`config.mk`:
```
export PLATFORM = sky130hd
export DESIGN_NAME = width_packer_n
export DESIGN_NICKNAME = d
export VERILOG_FILES = /design/src/rtl/width_packer_n.sv
export SDC_FILE = /design/constraint.sdc
export NUM_CORES = 1
export LEC_CHECK = 0
export ABC_CLOCK_PERIOD_IN_PS = 6500
export CAP_MARGIN = 25
export CORE_ASPECT_RATIO = 0.8
export CORE_MARGIN = 5
export CORE_UTILIZATION = 53
export DETAILED_ROUTE_END_ITERATION = 6
export GPL_TIMING_DRIVEN = 1
export PLACE_DENSITY = 0.8
export SYNTH_ARGS = -nofsm -noshare
export SYNTH_HDL_FRONTEND = slang
export SYNTH_SLANG_ARGS = --single-unit
```
`constraint.sdc`:
```
create_clock -name clk_4f -period 6.5 [get_ports clk_4f]
set_clock_uncertainty 0.15 [all_clocks]
set_input_delay 0.65 -clock clk_4f [delete_from_list [all_inputs] [get_ports clk_4f]]
set_output_delay 0.65 -clock clk_4f [all_outputs]
set_load 0.02 [all_outputs]
```
`src/rtl/width_packer_n.sv`:
```
// Packs RATIO consecutive IN_W-bit beats into one OUT_W-bit word with backpressure,
// partial-word flush with lane count, and optional discard of partial words on input gaps.
module width_packer_n #(
    parameter  int IN_W        = 8,
    parameter  int RATIO       = 4,
    parameter  int MSB_FIRST   = 1,
    parameter  int DROP_ON_GAP = 0,
    localparam int OUT_W       = IN_W * RATIO,
    localparam int LW          = $clog2(RATIO + 1)
) (
    input  logic             clk_4f,
    input  logic             reset_L,
    input  logic [IN_W-1:0]  data_in,
    input  logic             valid_in,
    input  logic             flush,
    input  logic             ready_out,
    output logic             ready_in,
    output logic [OUT_W-1:0] data_out,
    output logic             valid_out,
    output logic [LW-1:0]    lanes_out,
    output logic             drop_err
);

    localparam int             CW       = $clog2(RATIO);
    localparam logic [CW-1:0]  CNT_LAST = CW'(RATIO - 1);

    logic [CW-1:0]    cnt_p0;
    logic [OUT_W-1:0] acc_p0;

    logic             beat_acc;
    logic             flush_acc;
    logic             load_word;
    logic             gap_drop;
    logic [LW-1:0]    eff_cnt;
    logic [OUT_W-1:0] acc_nxt;

    // Writes a beat into the lane addressed by the fill counter, honouring lane order.
    function automatic logic [OUT_W-1:0] place_beat(
        input logic [OUT_W-1:0] acc,
        input logic [IN_W-1:0]  beat,
        input logic [CW-1:0]    lane
    );
        logic [OUT_W-1:0] r;
        int               pos;
        r = acc;
        for (int i = 0; i < RATIO; i++) begin
            pos = (MSB_FIRST != 0) ? (RATIO - 1 - i) : i;
            if (lane == CW'(i)) r[pos*IN_W +: IN_W] = beat;
        end
        return r;
    endfunction

    assign ready_in = !valid_out || ready_out;

    always_comb begin
        beat_acc  = valid_in && ready_in;
        flush_acc = flush && ready_in;
        eff_cnt   = LW'(cnt_p0) + LW'(beat_acc);
        acc_nxt   = beat_acc ? place_beat(acc_p0, data_in, cnt_p0) : acc_p0;
        // A same-cycle beat is folded in before a flush takes the word.
        load_word = (beat_acc && (cnt_p0 == CNT_LAST)) || (flush_acc && (eff_cnt != '0));
        // A stall (ready_in low) never counts as a gap.
        gap_drop  = (DROP_ON_GAP != 0) && ready_in && !valid_in && !flush && (cnt_p0 != '0);
    end

    // Stage p0: accumulator/counter update and output word register
    always_ff @(posedge clk_4f or negedge reset_L) begin
        if (!reset_L) begin
            cnt_p0    <= '0;
            acc_p0    <= '0;
            data_out  <= '0;
            valid_out <= 1'b0;
            lanes_out <= '0;
            drop_err  <= 1'b0;
        end else begin
            drop_err <= 1'b0;
            if (valid_out && ready_out) valid_out <= 1'b0;
            if (load_word) begin
                data_out  <= acc_nxt;
                lanes_out <= eff_cnt;
                valid_out <= 1'b1;
                cnt_p0    <= '0;
                acc_p0    <= '0;
            end else if (beat_acc) begin
                acc_p0 <= acc_nxt;
                cnt_p0 <= cnt_p0 + CW'(1);
            end else if (gap_drop) begin
                acc_p0   <= '0;
                cnt_p0   <= '0;
                drop_err <= 1'b1;
            end
        end
    end

endmodule
```
==> results.tsv, run 1 <==
metric	value	unit
antenna_cells	0	
dpl.hpwl	4066	um
crit_fanout	35	
cts_sinks	70	
clk_pin_slew_worst_paths	0.07	ns
grt_overflow	0	
ys_seq_area_share	59.15	%
cp-end-kind	flip-flop	
n_fill_cell	461	
wl_per_cell	16.62	um
synth-warning-count	0	
cp.required	6.57	ns
synth-seq-cells	70	
dieArea	7192	sq um
cts_tree	built	
ys.flop_type	dfrtp_1	
synth_area_per_cell	11.48	sq um
viasPerCell	5.310	
place_congestion	0.8033	
crit_top_cell	ha_1	
synth_area_leader_cell	dfrtp_1	
initial_core_util	54.49	%
grt_pass1_vias	2180	
p_total	0.001855	W
maxSlewHeadroom	43.15	%
clk-insertion-delay-late	0.33	ns
maxCapViolCount	0	
die_h	76.86	um
area_growth	21.00	%
cts.htree.levels	3	
ant_nets	0	
timing.final.crit_share	49.50	%
syn-num-nets	277	
synth.top_cells.by_area	dfrtp_1 59%, mux2i_1 8.1%, a21oi_1 6.4%	
first_pass_iters	4	
dr.first_iter.drc_count	130	
post_cts_buffers	0	
crit_slowest_cell	clkdlybuf4s50_1	
rows	24	
clockBufferDepth	2	
p_leak	1.640	nW
grt_usage	19.41	%
yosysTopAreaCellShare	59.15	%
layout.nets	320	
numCtsBuffers	9	
ys_types	26	
startpoint_type	input pin	
grt_max_degree	71	
final_common_cell	dfrtp_1	
setup_violations	0	
max-vdd-ir-drop	299.3	uV
slew_violations	0	
drive_gt1_share	10.23	%
fmax	310.8	MHz
cts_resized	0	
fin_setup_tns	0	ns
status	completed	
hold_buffers	0	
cpPeakStageDelay	0.38	ns
ff2ff_path_depth	9	
wl	6333	um
holdCritPathClass	input pin to async pin	
netlist_area	2962	sq um
synth_edf_count	0	
rsz0062_at_grt	no	
arrival	3.29	ns
path_class	input pin to flip-flop	
worst_pin_slew	0.8528	ns
port_buffers	49	
core_area	5435	sq um
netlist_instances	258	
crit_chain	clkdlybuf4s50_1 > nand2b_1 > nand2_1 > inv_1 > ha_1 > ha_1 > or3_4 > and3_4 > nor2_8 > mux2_4	
period_minus_slack	3.217	ns
hold_viol	0	
grt_pass1_wl	10830	um
num_io_pins	51	
layout_common_cells	70 x dfrtp_1, 48 x clkdlybuf4s50_1, 38 x a21oi_1	
vias	2023	
die_w	93.58	um
pwr_density_cell	517.8	nW/um^2
async_reset_ff_share	100.0	%
antenna_found_initial	0	
clockRootBuffer	clkbuf_8	
remaining_drc_errors	0	
metal layers:
layer / GRT usage, % / vias up / part of all wire [%]
met4: 8.225 / 0 / 1.9
met3: 6.556 / 12 / 5.1
met2: 28.41 / 64 / 46
met1: 26.40 / 985 / 47
li1: - / 962 / -
met5: 0 / - / 0
path summary, 6_finish.rpt:
| path | from | to | slack, ns |
|---|---|---|---|
| max | ready_out | lanes_out[0] | 3.28 |
| min | reset_L | data_out[28] | 0.34 |
| max reg2reg | valid_out | lanes_out[0] | 3.71 |
| min reg2reg | acc_p0[2] | acc_p0[2] | 0.36 |
| max in group asynchronous | reset_L | data_out[12] | 5.29 |
| min in group clk_4f | acc_p0[2] | acc_p0[2] | 0.36 |
cells in the mapped netlist, types with 3 or more instances:
| cell type | n |
|---|---|
| buf_2 | 6 |
| nor3_2 | 4 |
| buf_4 | 4 |
| nor3_1 | 20 |
| dfrtp_1 | 70 |
| buf_6 | 5 |
| clkbuf_1 | 4 |
| nor2_1 | 32 |
| a21oi_2 | 4 |
| ha_1 | 6 |
| mux2_4 | 3 |
| and3_1 | 12 |
| a21oi_1 | 38 |
| inv_1 | 3 |
| nand2_1 | 13 |
| mux2i_1 | 24 |
sequential cells by signal (all words and copies together), names as in the netlist:
signal / count
lanes_out: 3
acc_p0: 32
data_out: 32
valid_out: 1
cnt_p0: 2
report_power, final:
group | internal (W) | switching (W) | total, W
logic | 0.000374 | 0.000482 | 0.000856
clock network | 0.000153 | 0.000145 | 0.000298
registers | 0.000612 | 0.0000887 | 0.000701
worst max-delay path: cells and delay by family:
kind | cells | cell delay, ns
adders and majority gates | 2 | 0.47
muxes | 1 | 0.32
and+or+nand+nor | 5 | 1.40
buffers and inverters | 2 | 0.44
metrics by stage:
| step | util (%) | hold WS, ns | setup slack (ns) | cells | cell area (sq um) |
|---|---|---|---|---|---|
| 6_report | 65.93 | 0.3359 | 3.283 | 381 | 3583 |
| 4_1_cts | 65.93 | 0.3659 | 3.293 | 381 | 3583 |
| 3_5_place_dp | 62.94 | 0.3459 | 2.927 | 368 | 3421 |
| 3_3_place_gp | 62.94 | 0.3426 | 3.003 | 368 | 3421 |
| 2_1_floorplan | - | 0.2044 | 3.577 | 258 | 2962 |
| 5_1_grt | 65.93 | 0.3846 | 3.113 | 381 | 3583 |
area by class of cell:
| type | count | area, sq um | share of cell area (%) |
|---|---|---|---|
| flip-flops and latches | 70 | 1752 | 48.88 |
| multi-input cells | 165 | 1052 | 29.36 |
| repair buffers | 52 | 508.0 | 14.18 |
| clock buffers | 12 | 155.1 | 4.330 |
| well taps | 78 | 97.59 | 2.723 |
| inverters | 3 | 11.26 | 0.3142 |
| clock inverters | 1 | 7.507 | 0.2095 |
logic make-up after synthesis:
| family | Yosys count | synth area share, % |
|---|---|---|
| AOI/OAI and AO/OA | 42 | 7.604 |
| DFF | 70 | 59.15 |
| and+or+nand+nor | 89 | 15.63 |
| buffers and inverters | 23 | 5.323 |
| muxes | 27 | 9.632 |
| other | 1 | 0.1266 |
| adders and majority gates | 6 | 2.535 |
Power figures use the tool's default switching activity.
==> inputs of run 2 (changes only) <==
- ABC_CLOCK_PERIOD_IN_PS: 6500 -> 3090
- CORE_UTILIZATION: 53 -> 52
- PLACE_DENSITY: 0.8 -> 0.79
- clock period: 6.5 -> 3.09 ns (I/O delays scaled with it)
==> results.tsv, run 2 (synthesis results as in run 1) <==
metric	value	unit	change
slew_violations	0		unchanged
layout_common_cells	70 x dfrtp_1, 48 x clkdlybuf4s50_1, 38 x a21oi_1		
die_h	77.50	um	+0.83%
pwr_density_cell	1092	nW/um^2	+110%
clockRootBuffer	clkbuf_8		
num_io_pins	51		unchanged
wl_per_cell	16.60	um	-0.11%
grt_overflow	0		unchanged
cts.htree.levels	3		unchanged
power_frac_clock	17.2	%	+1.1 points
cpPeakStageDelay	0.51	ns	+0.13 ns
place_congestion	0.8538		+6.3%
arrival	2.72	ns	-0.57 ns
crit_fanout	34		-2.9%
max-vdd-ir-drop	567.6	uV	+90%
fin_setup_tns	0	ns	unchanged
maxSlewHeadroom	51.84	%	+8.7 points
dpl.hpwl	4215	um	+3.7%
n_fill_cell	431		-6.5%
core_area	5495	sq um	+1.1%
clk-insertion-delay-late	0.34	ns	about the same
largest_registers	acc_p0: 32 flops, data_out: 32 flops, lanes_out: 3 flops		
timing.final.crit_share	86.67	%	
seq_power_share	36.9	%	-0.9 points
cellInternalPower	0.002470	W	+120%
layout.nets	327		+2.2%
pre_cts_ws	0.1673	ns	-2.759 ns
ant_nets	0		unchanged
wl	6492	um	+2.5%
period_minus_slack	2.678	ns	
dieArea	7314	sq um	+1.7%
cts_tree	built		
cts_resized	0		unchanged
crit_chain	clkdlybuf4s50_1 > nand2_1 > inv_1 > ha_1 > ha_1 > or3_4 > and3_4 > buf_4 > nor3_1 > a21oi_1		
setup_ws	0.4120	ns	-2.871 ns
ff2ff_path_depth	10		+1
grt_max_degree	49		-31%
area_growth	23.53	%	
remaining_drc_errors	0		unchanged
first_pass_iters	4		unchanged
p_leak	1.683	nW	+2.6%
cp-end-kind	flip-flop		
port_buffers	49		unchanged
final_common_cell	dfrtp_1		
grt_pass1_vias	2142		-1.7%
antenna_cells	0		unchanged
fmax	373.4	MHz	
cp.required	3.13	ns	-3.44 ns
timing.hold.ws	0.2868	ns	-0.04906 ns
crit_slowest_cell	clkdlybuf4s50_1		
numCtsBuffers	9		unchanged
viasPerCell	5.394		+1.6%
initial_core_util	53.89	%	-0.60 points
die_w	94.38	um	+0.85%
clockBufferDepth	2		unchanged
netSwitchingFraction	38.21	%	-0.39 points
grt_pass1_wl	11000	um	+1.6%
status	completed		
drive_gt1_share	12.14	%	+1.9 points
pwr-share-comb	45.9	%	-0.3 points
hold_viol	0		unchanged
crit_top_cell	ha_1		
clk_pin_slew_worst_paths	0.07	ns	about the same
rsz0062_at_grt	no		
rows	24		unchanged
startpoint_type	input pin		
netSwitchingPower	0.001527	W	+110%
grt_usage	19.44	%	+0.035 points
vias	2109		+4.3%
holdCritPathClass	input pin to async pin		
maxCapViolCount	0		unchanged
antenna_found_initial	0		unchanged
cts_sinks	70		unchanged
worst_pin_slew	0.7225	ns	-0.1303 ns
path_class	input pin to flip-flop		
setup_violations	0		unchanged
dr.first_iter.drc_count	122		-6.2%
run 2: final cells by class:
class	count	area, sq um	area share (%)
clock inverter	4	47.55	1.300
timing repair buffer	59	563.0	15.39
inverter	3	11.26	0.3078
sequential	70	1752	47.88
clock buffer	12	135.1	3.694
multi-input combinational	165	1052	28.76
tap	78	97.59	2.668
run 2: repair_timing:
action | in CTS | in global routing
hold buffers | 1 | 0
endpoints found under the setup margin | 0 | 0
endpoints found under the hold margin | 18 | 0
buffers inserted | 0 | 0
run 2: worst max-delay path: cells and delay by family:
family / cells / cell delay [ns]
and+or+nand+nor: 4 / 1.00
buffers and inverters: 3 / 0.84
adders and majority gates: 2 / 0.47
AOI/OAI and AO/OA: 1 / 0.09
run 2: per-stage QoR:
stage	power (W)	instances	util (%)	area [sq um]
6_report	0.003997	391	66.58	3659
5_1_grt	0.004275	391	66.58	3659
4_1_cts	0.004024	391	66.58	3659
3_5_place_dp	0.003311	374	63.07	3466
3_3_place_gp	0.003264	374	63.07	3466
2_1_floorplan	0.002661	258	-	2962
run 2: path summary, 6_finish.rpt:
kind | from | endpoint | slack [ns]
max in group asynchronous | reset_L | acc_p0[26] | 1.79
min in group clk_4f | acc_p0[1] | acc_p0[1] | 0.36
setup reg to reg | valid_out | data_out[31] | 0.49
hold / removal | reset_L | data_out[4] | 0.29
setup / recovery | valid_in | data_out[31] | 0.41
hold reg to reg | acc_p0[1] | acc_p0[1] | 0.36
run 2: routing by layer:
layer	GRT usage [%]	wire length [um]	vias to the layer above	part of all wire [%]
li1	-	-	979	-
met2	28.33	2964	66	46
met1	28.08	3013	1051	46
met3	5.706	398	13	6.1
met4	6.349	116	0	1.8
met5	0	0	-	0
run 2: power by group through the flow:
stage          logic, W  clock network [W]  registers (W)
5_1_grt         0.00201           0.000742        0.00153
3_3_place_gp    0.00179                  0        0.00148
4_1_cts         0.00185           0.000700        0.00148
2_1_floorplan  0.000921                  0        0.00174
6_report        0.00184           0.000687        0.00147
3_5_place_dp    0.00182                  0        0.00149
